==> src/rtl/vnu_sched.sv <==
// Frame scheduler and extrinsic datapath front end for the shuffled variable-node unit.
// Define VNU_EARLY_STOP_EN to let i_synd_ok end a frame at the CHECK of any iteration.
module vnu_sched #(
    parameter int unsigned W      = 11,
    parameter int unsigned DV     = 3,
    parameter int unsigned N_COL  = 64,
    parameter int unsigned N_ITER = 8,
    parameter int unsigned COL_W  = $clog2(N_COL)
) (
    input  logic                i_clk,
    input  logic                i_rst,
    input  logic                i_start,
    output logic                o_busy,
    output logic                o_done,
    output logic [3:0]          o_iter,
    output logic                o_rd_en,
    output logic [COL_W-1:0]    o_rd_addr,
    input  logic [W-1:0]        i_llr,
    input  logic [DV*W-1:0]     i_c2v,
    output logic                o_v2c_valid,
    input  logic                i_v2c_ready,
    output logic [COL_W-1:0]    o_v2c_addr,
    output logic [DV*W-1:0]     o_v2c,
    output logic                o_hd,
    input  logic                i_synd_ok
);

    localparam int unsigned AW = W + 2;
    localparam logic signed [AW-1:0] SAT_POS  = AW'((1 << (W - 1)) - 1);
    localparam logic signed [AW-1:0] SAT_NEG  = -SAT_POS;
    localparam logic [COL_W-1:0]     LAST_COL = COL_W'(N_COL - 1);
    localparam logic [3:0]           LAST_ITR = 4'(N_ITER - 1);
`ifdef VNU_EARLY_STOP_EN
    localparam bit EARLY_STOP = 1'b1;
`else
    localparam bit EARLY_STOP = 1'b0;
`endif

    typedef enum logic [2:0] {
        S_IDLE,
        S_RUN,
        S_DRAIN,
        S_CHECK,
        S_DONE
    } state_t;

    state_t             state;
    state_t             state_nxt;
    logic [COL_W-1:0]   col;
    logic [COL_W-1:0]   col_nxt;
    logic [3:0]         iter_nxt;
    logic               adv;
    logic               rd_en;
    logic               p1;
    logic [COL_W-1:0]   p1_addr;

    logic signed [AW-1:0] total;
    logic signed [AW-1:0] ext;
    logic signed [AW-1:0] mag;
    logic [DV*W-1:0]      v2c_nxt;
    logic                 hd_nxt;

    assign o_rd_en   = rd_en;
    assign o_rd_addr = col;

    // Next-state, column/iteration counters and read issue
    always_comb begin
        state_nxt = state;
        col_nxt   = col;
        iter_nxt  = o_iter;
        rd_en     = 1'b0;
        adv       = !o_v2c_valid || i_v2c_ready;
        case (state)
            S_IDLE: begin
                if (i_start) begin
                    state_nxt = S_RUN;
                    col_nxt   = '0;
                    iter_nxt  = '0;
                end
            end
            S_RUN: begin
                if (adv) begin
                    rd_en = 1'b1;
                    if (col == LAST_COL) begin
                        state_nxt = S_DRAIN;
                    end else begin
                        col_nxt = col + COL_W'(1);
                    end
                end
            end
            S_DRAIN: begin
                if (!p1 && adv) begin
                    state_nxt = S_CHECK;
                end
            end
            S_CHECK: begin
                if (o_iter == LAST_ITR || (EARLY_STOP && i_synd_ok)) begin
                    state_nxt = S_DONE;
                end else begin
                    state_nxt = S_RUN;
                    iter_nxt  = o_iter + 4'd1;
                    col_nxt   = '0;
                end
            end
            S_DONE: begin
                state_nxt = S_IDLE;
            end
            default: begin
                state_nxt = S_IDLE;
            end
        endcase
    end

    // Extrinsics: total minus own lane, symmetric saturation, then sign-magnitude
    always_comb begin
        total   = AW'(signed'(i_llr));
        ext     = '0;
        mag     = '0;
        v2c_nxt = '0;
        for (int k = 0; k < DV; k++) begin
            total = total + AW'(signed'(i_c2v[k*W +: W]));
        end
        hd_nxt = total[AW-1];
        for (int k = 0; k < DV; k++) begin
            ext = total - AW'(signed'(i_c2v[k*W +: W]));
            if (ext > SAT_POS) begin
                ext = SAT_POS;
            end else if (ext < SAT_NEG) begin
                ext = SAT_NEG;
            end
            mag = ext[AW-1] ? -ext : ext;
            v2c_nxt[k*W +: W] = {ext[AW-1], (W-1)'(mag)};
        end
    end

    always_ff @(posedge i_clk or posedge i_rst) begin
        if (i_rst) begin
            state       <= S_IDLE;
            col         <= '0;
            o_iter      <= '0;
            o_busy      <= 1'b0;
            o_done      <= 1'b0;
            p1          <= 1'b0;
            p1_addr     <= '0;
            o_v2c_valid <= 1'b0;
            o_v2c_addr  <= '0;
            o_v2c       <= '0;
            o_hd        <= 1'b0;
        end else begin
            state  <= state_nxt;
            col    <= col_nxt;
            o_iter <= iter_nxt;
            o_busy <= (state_nxt != S_IDLE);
            o_done <= (state_nxt == S_DONE);

            // One read may be in flight; it lands in the output register once that frees up
            if (rd_en) begin
                p1      <= 1'b1;
                p1_addr <= col;
            end else if (p1 && adv) begin
                p1 <= 1'b0;
            end

            if (p1 && adv) begin
                o_v2c_valid <= 1'b1;
                o_v2c_addr  <= p1_addr;
                o_v2c       <= v2c_nxt;
                o_hd        <= hd_nxt;
            end else if (i_v2c_ready) begin
                o_v2c_valid <= 1'b0;
            end
        end
    end

endmodule

==> config.mk <==
export PLATFORM = sky130hd
export DESIGN_NAME = vnu_sched
export DESIGN_NICKNAME = d
export VERILOG_FILES = /design/src/rtl/vnu_sched.sv
export SDC_FILE = /design/constraint.sdc
export NUM_CORES = 1
export LEC_CHECK = 0
export ABC_AREA = 0
export BUFFER_PORTS_ARGS = -buffer_cell sky130_fd_sc_hd__buf_2
export CAP_MARGIN = 25
export CORE_ASPECT_RATIO = 1.25
export CORE_UTILIZATION = 59
export DETAILED_ROUTE_END_ITERATION = 12
export PLACE_DENSITY = 0.94
export SETUP_SLACK_MARGIN = 0.5
export SYNTH_ARGS = -nofsm -noshare
export SYNTH_HDL_FRONTEND = slang
export SYNTH_SLANG_ARGS = --single-unit
export TNS_END_PERCENT = 100
==> constraint.sdc <==
create_clock -name i_clk -period 4.2 [get_ports i_clk]
set_input_delay 0.84 -clock i_clk [delete_from_list [all_inputs] [get_ports i_clk]]
set_output_delay 0.84 -clock i_clk [all_outputs]
set_load 0.005 [all_outputs]
==> results of run 1 <==
metrics by stage:
| stage | cell area (um^2) | setup WS, ns | setup TNS, ns |
|---|---|---|---|
| after floorplan | 6800 | -2.43 | -50.38 |
| after global placement | 8990 | -2.54 | -64.94 |
| after detailed placement | 8990 | -3.12 | -80.58 |
| after CTS | 10300 | -2.30 | -56.07 |
synth_stat cells, types with 6 or more instances:
master | n | area, um^2
nand2_1 | 97 | 364
inv_1 | 88 | 330
dfrtp_1 | 63 | 1580
nor2_1 | 61 | 229
ha_1 | 53 | 663
a21oi_1 | 43 | 215
o21ai_0 | 43 | 215
fa_1 | 26 | 521
nand3_1 | 24 | 120
xor2_1 | 23 | 201
nor3_1 | 20 | 100
xnor2_1 | 20 | 175
clkbuf_1 | 19 | 71.3
a31oi_1 | 15 | 93.8
o31ai_1 | 13 | 97.6
nand2b_1 | 11 | 68.8
nor2b_1 | 9 | 56.3
and2_1 | 8 | 50.1
o211ai_1 | 8 | 60.1
a21o_1 | 7 | 52.6
o21ai_1 | 7 | 35.0
and3_1 | 6 | 37.5
nor3b_1 | 6 | 45.0
per-layer routing:
layer | GRT usage, % | overflow
met1 | 79.8 | 3
met2 | 98.7 | 121
met3 | 51.5 | 3
met4 | 88.4 | 67
met5 | 7.84 | 0
timing repair:
item	in CTS
endpoints found under the setup margin	34
hold endpoints to repair	0
pin swaps	73
setup buffers	42
gates resized for setup	147
cell families after synthesis:
logic type	Yosys count	share of synthesized area, %
adders and majority gates	79	18.0
buffers and inverters	111	6.47
DFF	63	24.0
muxes	10	1.68
AOI/OAI and AO/OA	208	21.7
and+or+nand+nor	281	21.3
xor gates and xnor gates	46	6.69
==> out/qor.yml, run 1 <==
status:
  outcome: "aborted with a tool error"
  haltStage: "5_1_grt"
  tool.error: "[ERROR GRT-0116] Global routing finished with congestion. Check the congestion regions in the DRC Viewer."
synthesis:
  synth.avg_cell_area_um2: 8.22
  ys_types: 90
  synth-edff-count: 0
  syn_inst: 798
  yosys_warnings: 0
  seq_area_frac_synth_pct: 24.0
  ys.flop_type: "dfrtp_1"
  syn-num-nets: 926
  ys_seq_elements: 63
  synthArstFlopShare_pct: 100
  synth_area_um2: 6560
clocking:
  cts-root-buf: "clkbuf_16"
  holdBufCountCts: 0
  cts_buffer_depth: 2
  cts.sinks: 63
  numCtsBuffers: 9
  ctsHtreeMaxLevel: 3
global_route:
  first_global_vias: 11462
  grt_usage_pct: 78.8
  grt_overflow_total: 194
  grt_max_degree: 56
  grt_pass1_wl_um: 68400
floorplan:
  fp.dieW_um: 96.3
  num_rows: 42
  die_h_um: 120
  initial_core_util_pct: 61.2
  io_pins: 103
placed_design:
  portBuffers: 101
  place_congestion: 0.998
  post-place-cells: 1229
  dpl.hpwl_um: 19200
==> run 2: changes to the inputs <==
- CORE_ASPECT_RATIO: 1.25 -> default
- CORE_UTILIZATION: 59 -> 40
- PLACE_DENSITY: 0.94 -> default
- PLACE_DENSITY_LB_ADDON: default -> 0.15
- SETUP_SLACK_MARGIN: 0.5 -> default
==> run 2 against run 1 <==
Effect of this change: the flow now finishes, with violations (negative setup slack); synthesized area unchanged; synthesized cell count unchanged.
==> out/qor.yml, run 2 <==
status:
  outcome: "complete, but fails checks"
  violations: "negative setup slack"
final_layout:
  ff_latch_area_um2: 1580
  multi_input_area_um2: 5110
  n_antenna_cell: 0
  top_register: "o_v2c"
  final_util_pct: 63.0
  largest_register_ffs: 33
  layout.cells.non_filler: 1356
  fin_nets: 1263
  drive_gt1_share_pct: 42.3
  syn_to_final_growth_pct: 53.1
  layout_commonest_cell: "buf_4"
  final_cell_mix: "234 x buf_4, 98 x buf_2, 92 x nand2_1"
  fillers: 1457
clocking:
  insertion_delay_ns: 0.34
  cts-root-buf: "clkbuf_16"
  holdBufCountCts: 0  # unchanged
  cts_tree: "built"
  ctsHtreeMaxLevel: 3  # unchanged
  cts.sinks: 63  # unchanged
  cts.clk_slew.worst_paths_ns: 0.06
  cts_buffer_depth: 2  # unchanged
  numCtsBuffers: 9  # unchanged
placed_design:
  post-place-cells: 1318  # +7.2%
  dpl.hpwl_um: 15500  # -19%
  place_congestion: 0.880  # -12%
  place_ws_ns: -2.71  # +0.412 ns
  portBuffers: 101  # unchanged
synthesis:
  synthTopCellsByArea: "dfrtp_1 24%, ha_1 10%, fa_1 7.9%"
  synth-edff-count: 0  # unchanged
  ys_top_cells_by_count: "97 x nand2_1, 88 x inv_1, 63 x dfrtp_1, 61 x nor2_1, 53 x ha_1"
  seq_area_frac_synth_pct: 24.0  # unchanged
  synth.avg_cell_area_um2: 8.22  # unchanged
  synth_area_um2: 6560  # unchanged
  yosysTopAreaCell: "dfrtp_1"
  syn-num-nets: 926  # unchanged
  yosys_warnings: 0  # unchanged
  post-synth-top-count-cell: "nand2_1"
  ys_seq_elements: 63  # unchanged
  ys.flop_type: "dfrtp_1"
  ys_types: 90  # unchanged
  syn_inst: 798  # unchanged
  yosysTopAreaCellShare_pct: 24.0  # unchanged
  synthArstFlopShare_pct: 100  # unchanged
setup_path:
  max_stage_delay_ns: 0.55
  endpoint_kind: "register"
  crit_slowest_cell: "fa_1"
  crit_fanout: 3
  critPathArrivalTime_ns: 6.58
  startpoint_type: "input port"
  critical_path_required_ns: 4.47
  critPathKind: "in -> reg"
sta:
  setup_violations: 33
  slew_violations: 0
  fin_crit_ns: 6.31
  hold_viol_final: 0
  slew_headroom_pct: 30.7
  setup_ws_ns: -2.11
  rsz0062_at_grt: "yes"
  fin_crit_sh_pct: 150
  clock.fmax_mhz: 158
  fin_worst_skew_ns: 0.00843
  tightestPinTransition_ns: 1.04
floorplan:
  initial_core_util_pct: 41.1  # -20 points
  design.die.area_um2: 16900
  die_h_um: 130  # +8.5%
  io_pins: 103  # unchanged
  core_area_um2: 15900
  num_rows: 46  # +9.5%
  fp.dieW_um: 130  # +35%
routing:
  vias_per_cell: 5.16
  final_antenna_net_count: 0
  wl_per_cell_um: 14.2
  vias: 7003
  drt_wl_total_um: 19200
  drtIter0Drc: 264
  drc: 0
  dr.pass1.iters: 5
job:
  cap_viol_max_count: 0
global_route:
  grt_usage_pct: 23.6
  grt_overflow_total: 0
  grt_pass1_wl_um: 31700
  first_global_vias: 6761
  antenna_found_initial: 0
  grt_max_degree: 56
min_path:
  min_path_type: "reg -> reg"
-- run 2: cell counts after synthesis --
No cell type changed its count.
-- run 2: final cells by class --
class	instances	area share [%]
multi-input cells	624	50.8
repair buffers	349	24.6
flip-flops and latches	63	15.7
inverters	88	3.44
well taps	216	2.69
clock buffers	9	2.24
clock inverters	7	0.498
-- run 2: kinds of logic after synthesis --
logic type | count (synthesis) | share of synthesized area, %
simple gates | 281 | 21.3
compound gates | 208 | 21.7
buf+inv | 111 | 6.47
fa+ha+maj | 79 | 18.0
flops | 63 | 24.0
xor+xnor | 46 | 6.69
mux | 10 | 1.68
-- run 2: stage by stage --
| stage | area (um^2) | hold WS (ns) | TNS, ns |
|---|---|---|---|
| after floorplan | 6800 | 0.439 | -50.38 |
| after global placement | 9140 | 0.454 | -66.19 |
| after detailed placement | 9140 | 0.457 | -69.21 |
| after CTS | 9740 | 0.471 | -53.03 |
| after global routing | 10000 | 0.487 | -63.07 |
| final | 10000 | 0.468 | -52.70 |
-- run 2: per-layer routing --
layer  track usage, %  share of wire [%]  vias to the layer above
li1                 -                  -                     3511
met3             3.08                3.6                       21
met4             6.36                1.4                        0
met2             41.5                 49                      153
met5                0                  0                        -
met1             30.3                 46                     3318
-- run 2: worst paths after layout --
check,start,endpoint,slack [ns],cells after the start
worst max-delay path,i_c2v[12],o_v2c[6],-2.11,30
worst min-delay path,o_v2c_addr[2],o_v2c_addr[2],0.47,2
worst max register to register,state[2],o_iter[2],1.93,6
worst min register to register,o_v2c_addr[2],o_v2c_addr[2],0.47,2
max in group asynchronous,i_rst,o_v2c[30],2.71,3
min in group asynchronous,i_rst,o_v2c[7],0.63,2
-- run 2: what timing repair did --
item / in CTS / in global routing
endpoints found under the hold margin: 0 / 0
resized for setup: 40 / 55
setup buffers: 20 / 9
pin swaps: 30 / 39
endpoints found under the setup margin: 33 / 33
-- run 2: worst max-delay path: cells and delay by family --
| family | cells | cell delay [ns] |
|---|---|---|
| AOI/OAI and AO/OA | 11 | 1.88 |
| and+or+nand+nor | 7 | 1.00 |
| buffers and inverters | 4 | 0.23 |
| muxes | 2 | 0.57 |
| adders and majority gates | 6 | 2.04 |
Power of run 2 is not shown: default switching activity piles up to over one toggle a cycle in this logic, so the estimate is an artifact.
==> run 3: changes to the inputs <==
- SETUP_SLACK_MARGIN: default -> 0.15
==> run 3 against run 2 <==
Effect of this change: highest routed layer unchanged; maximum frequency is 1.0% lower; the flow still finishes with violations (negative setup slack); sequential share of layout area fell by 0.79 points; via count grew 2.4%; worst setup slack worse by 0.066 ns; register-to-register slack better by 0.02 ns; critical path depth up 1.
==> out/qor.yml, run 3 (synthesized netlist as in run 2, its figures left out) <==
status:
  outcome: "complete, but fails checks"
  violations: "negative setup slack"
setup_path:
  critical_path_required_ns: 4.47  # about the same
  critPathKind: "in -> reg"
  crit_slowest_cell: "fa_1"
  endpoint_kind: "register"
  max_stage_delay_ns: 0.54  # about the same
  crit_fanout: 4  # +1
  startpoint_type: "input port"
  critPathArrivalTime_ns: 6.65  # +0.07 ns
sta:
  fin_worst_skew_ns: 0.00846  # +0.0000253 ns
  slew_violations: 0  # unchanged
  setup_ws_ns: -2.18  # -0.0661 ns
  setup_violations: 33  # unchanged
  fin_crit_ns: 6.38  # +0.0661 ns
  tightestPinTransition_ns: 0.810  # -0.226 ns
  fin_tns_setup_ns: -54.17  # -1.47 ns
  worst_hold_slack_ns: 0.467  # -0.0000400 ns
  hold_viol_final: 0  # unchanged
  rsz0062_at_grt: "yes"
  slew_headroom_pct: 45.6  # +15 points
  clock.fmax_mhz: 157  # -1.0%
  fin_crit_sh_pct: 152  # +1.6 points
final_layout:
  ff_latch_area_um2: 1580  # unchanged
  layout_commonest_cell: "buf_4"
  fin_area_um2: 10600  # +5.3%
  drive_gt1_share_pct: 46.0  # +3.7 points
  final_cell_mix: "243 x buf_4, 98 x buf_2, 90 x nand2_1"
  syn_to_final_growth_pct: 61.3
  fin_nets: 1289  # +2.1%
  multi_input_area_um2: 5360  # +4.9%
  n_antenna_cell: 0  # unchanged
  layout.cells.non_filler: 1382  # +1.9%
  fillers: 1361  # -6.6%
  top_register: "o_v2c"
  largest_register_ffs: 33  # unchanged
global_route:
  antenna_found_initial: 0  # unchanged
  grt_overflow_total: 0  # unchanged
  first_global_vias: 6838  # +1.1%
  grt_usage_pct: 24.1  # +0.46 points
  grt_pass1_wl_um: 32300  # +1.7%
  grt_max_degree: 56  # unchanged
floorplan:
  num_rows: 46  # unchanged
  core_area_um2: 15900  # unchanged
  io_pins: 103  # unchanged
  design.die.area_um2: 16900  # unchanged
  initial_core_util_pct: 41.1  # unchanged
  die_h_um: 130  # unchanged
  fp.dieW_um: 130  # unchanged
clocking:
  insertion_delay_ns: 0.34  # about the same
  cts_buffer_depth: 2  # unchanged
  ctsHtreeMaxLevel: 3  # unchanged
  numCtsBuffers: 9  # unchanged
  cts.clk_slew.worst_paths_ns: 0.06  # about the same
  cts.sinks: 63  # unchanged
  holdBufCountCts: 0  # unchanged
  cts_tree: "built"
  cts-root-buf: "clkbuf_16"
placed_design:
  dpl.hpwl_um: 15500  # unchanged
  post-place-cells: 1318  # unchanged
  dpl_cell_area_um2: 9140  # unchanged
  portBuffers: 101  # unchanged
  place_congestion: 0.880  # unchanged
routing:
  final_antenna_net_count: 0  # unchanged
  dr.pass1.iters: 5  # unchanged
  vias_per_cell: 5.19  # +0.46%
  vias: 7170  # +2.4%
  drt_wl_total_um: 20300  # +5.6%
  wl_per_cell_um: 14.7  # +3.6%
  drtIter0Drc: 289  # +9.5%
  drc: 0  # unchanged
min_path:
  min_path_type: "reg -> reg"
job:
  cap_viol_max_count: 0  # unchanged
-- run 3: changes by cell type in the layout (fill, tap and decap cells not counted), moves of 3 or more --
cell	change
ha_4	+3
nor2_4	+3
ha_1	-4
buf_4	+9
a21oi_1	-3
buf_6	+14
-- run 3: final timing paths --
check / start / endpoint / slack (ns) / cells after the start
max in group asynchronous: i_rst / o_v2c[30] / 2.69 / 3
hold / removal: o_v2c_addr[2] / o_v2c_addr[2] / 0.47 / 2
min in group asynchronous: i_rst / o_v2c[3] / 0.64 / 2
hold reg to reg: o_v2c_addr[2] / o_v2c_addr[2] / 0.47 / 2
setup / recovery: i_c2v[1] / o_v2c[6] / -2.18 / 31
setup reg to reg: state[2] / o_iter[2] / 1.95 / 6
-- run 3: layout make-up --
class	count	share of cell area (%)
inverter	88	3.26
multi-input combinational	624	50.6
sequential	63	14.9
clock inverter	7	0.473
timing repair buffer	375	26.0
clock buffer	9	2.13
tap	216	2.55
-- run 3: worst max-delay path, delay by kind of cell --
kind,cells,cell delay [ns]
and+or+nand+nor,9,1.33
adders and majority gates,6,1.98
muxes,2,0.58
AOI/OAI and AO/OA,10,1.69
buffers and inverters,4,0.25
-- run 3: layer usage --
layer	share of wire [%]	up-vias	track usage, %
met3	3.2	34	3.12
met5	0	-	0
met4	2.0	0	6.70
li1	-	3572	-
met2	49	157	42.2
met1	45	3407	30.9
-- run 3: repair_timing --
| action | in CTS | in global routing |
|---|---|---|
| pin swaps | 37 | 60 |
| gates cloned | 1 | 0 |
| setup endpoints to repair | 33 | 33 |
| setup buffers | 29 | 17 |
| gates resized for setup | 60 | 96 |
-- run 3: through the flow --
| step | utilization, % | setup WS (ns) |
|---|---|---|
| 2_1_floorplan | - | -2.43 |
| 3_3_place_gp | 57.4 | -2.55 |
| 3_5_place_dp | 57.4 | -2.71 |
| 4_1_cts | 62.3 | -2.14 |
| 5_1_grt | 66.4 | -2.51 |
| 6_report | 66.4 | -2.18 |
Power of run 3 is left out for the same reason.
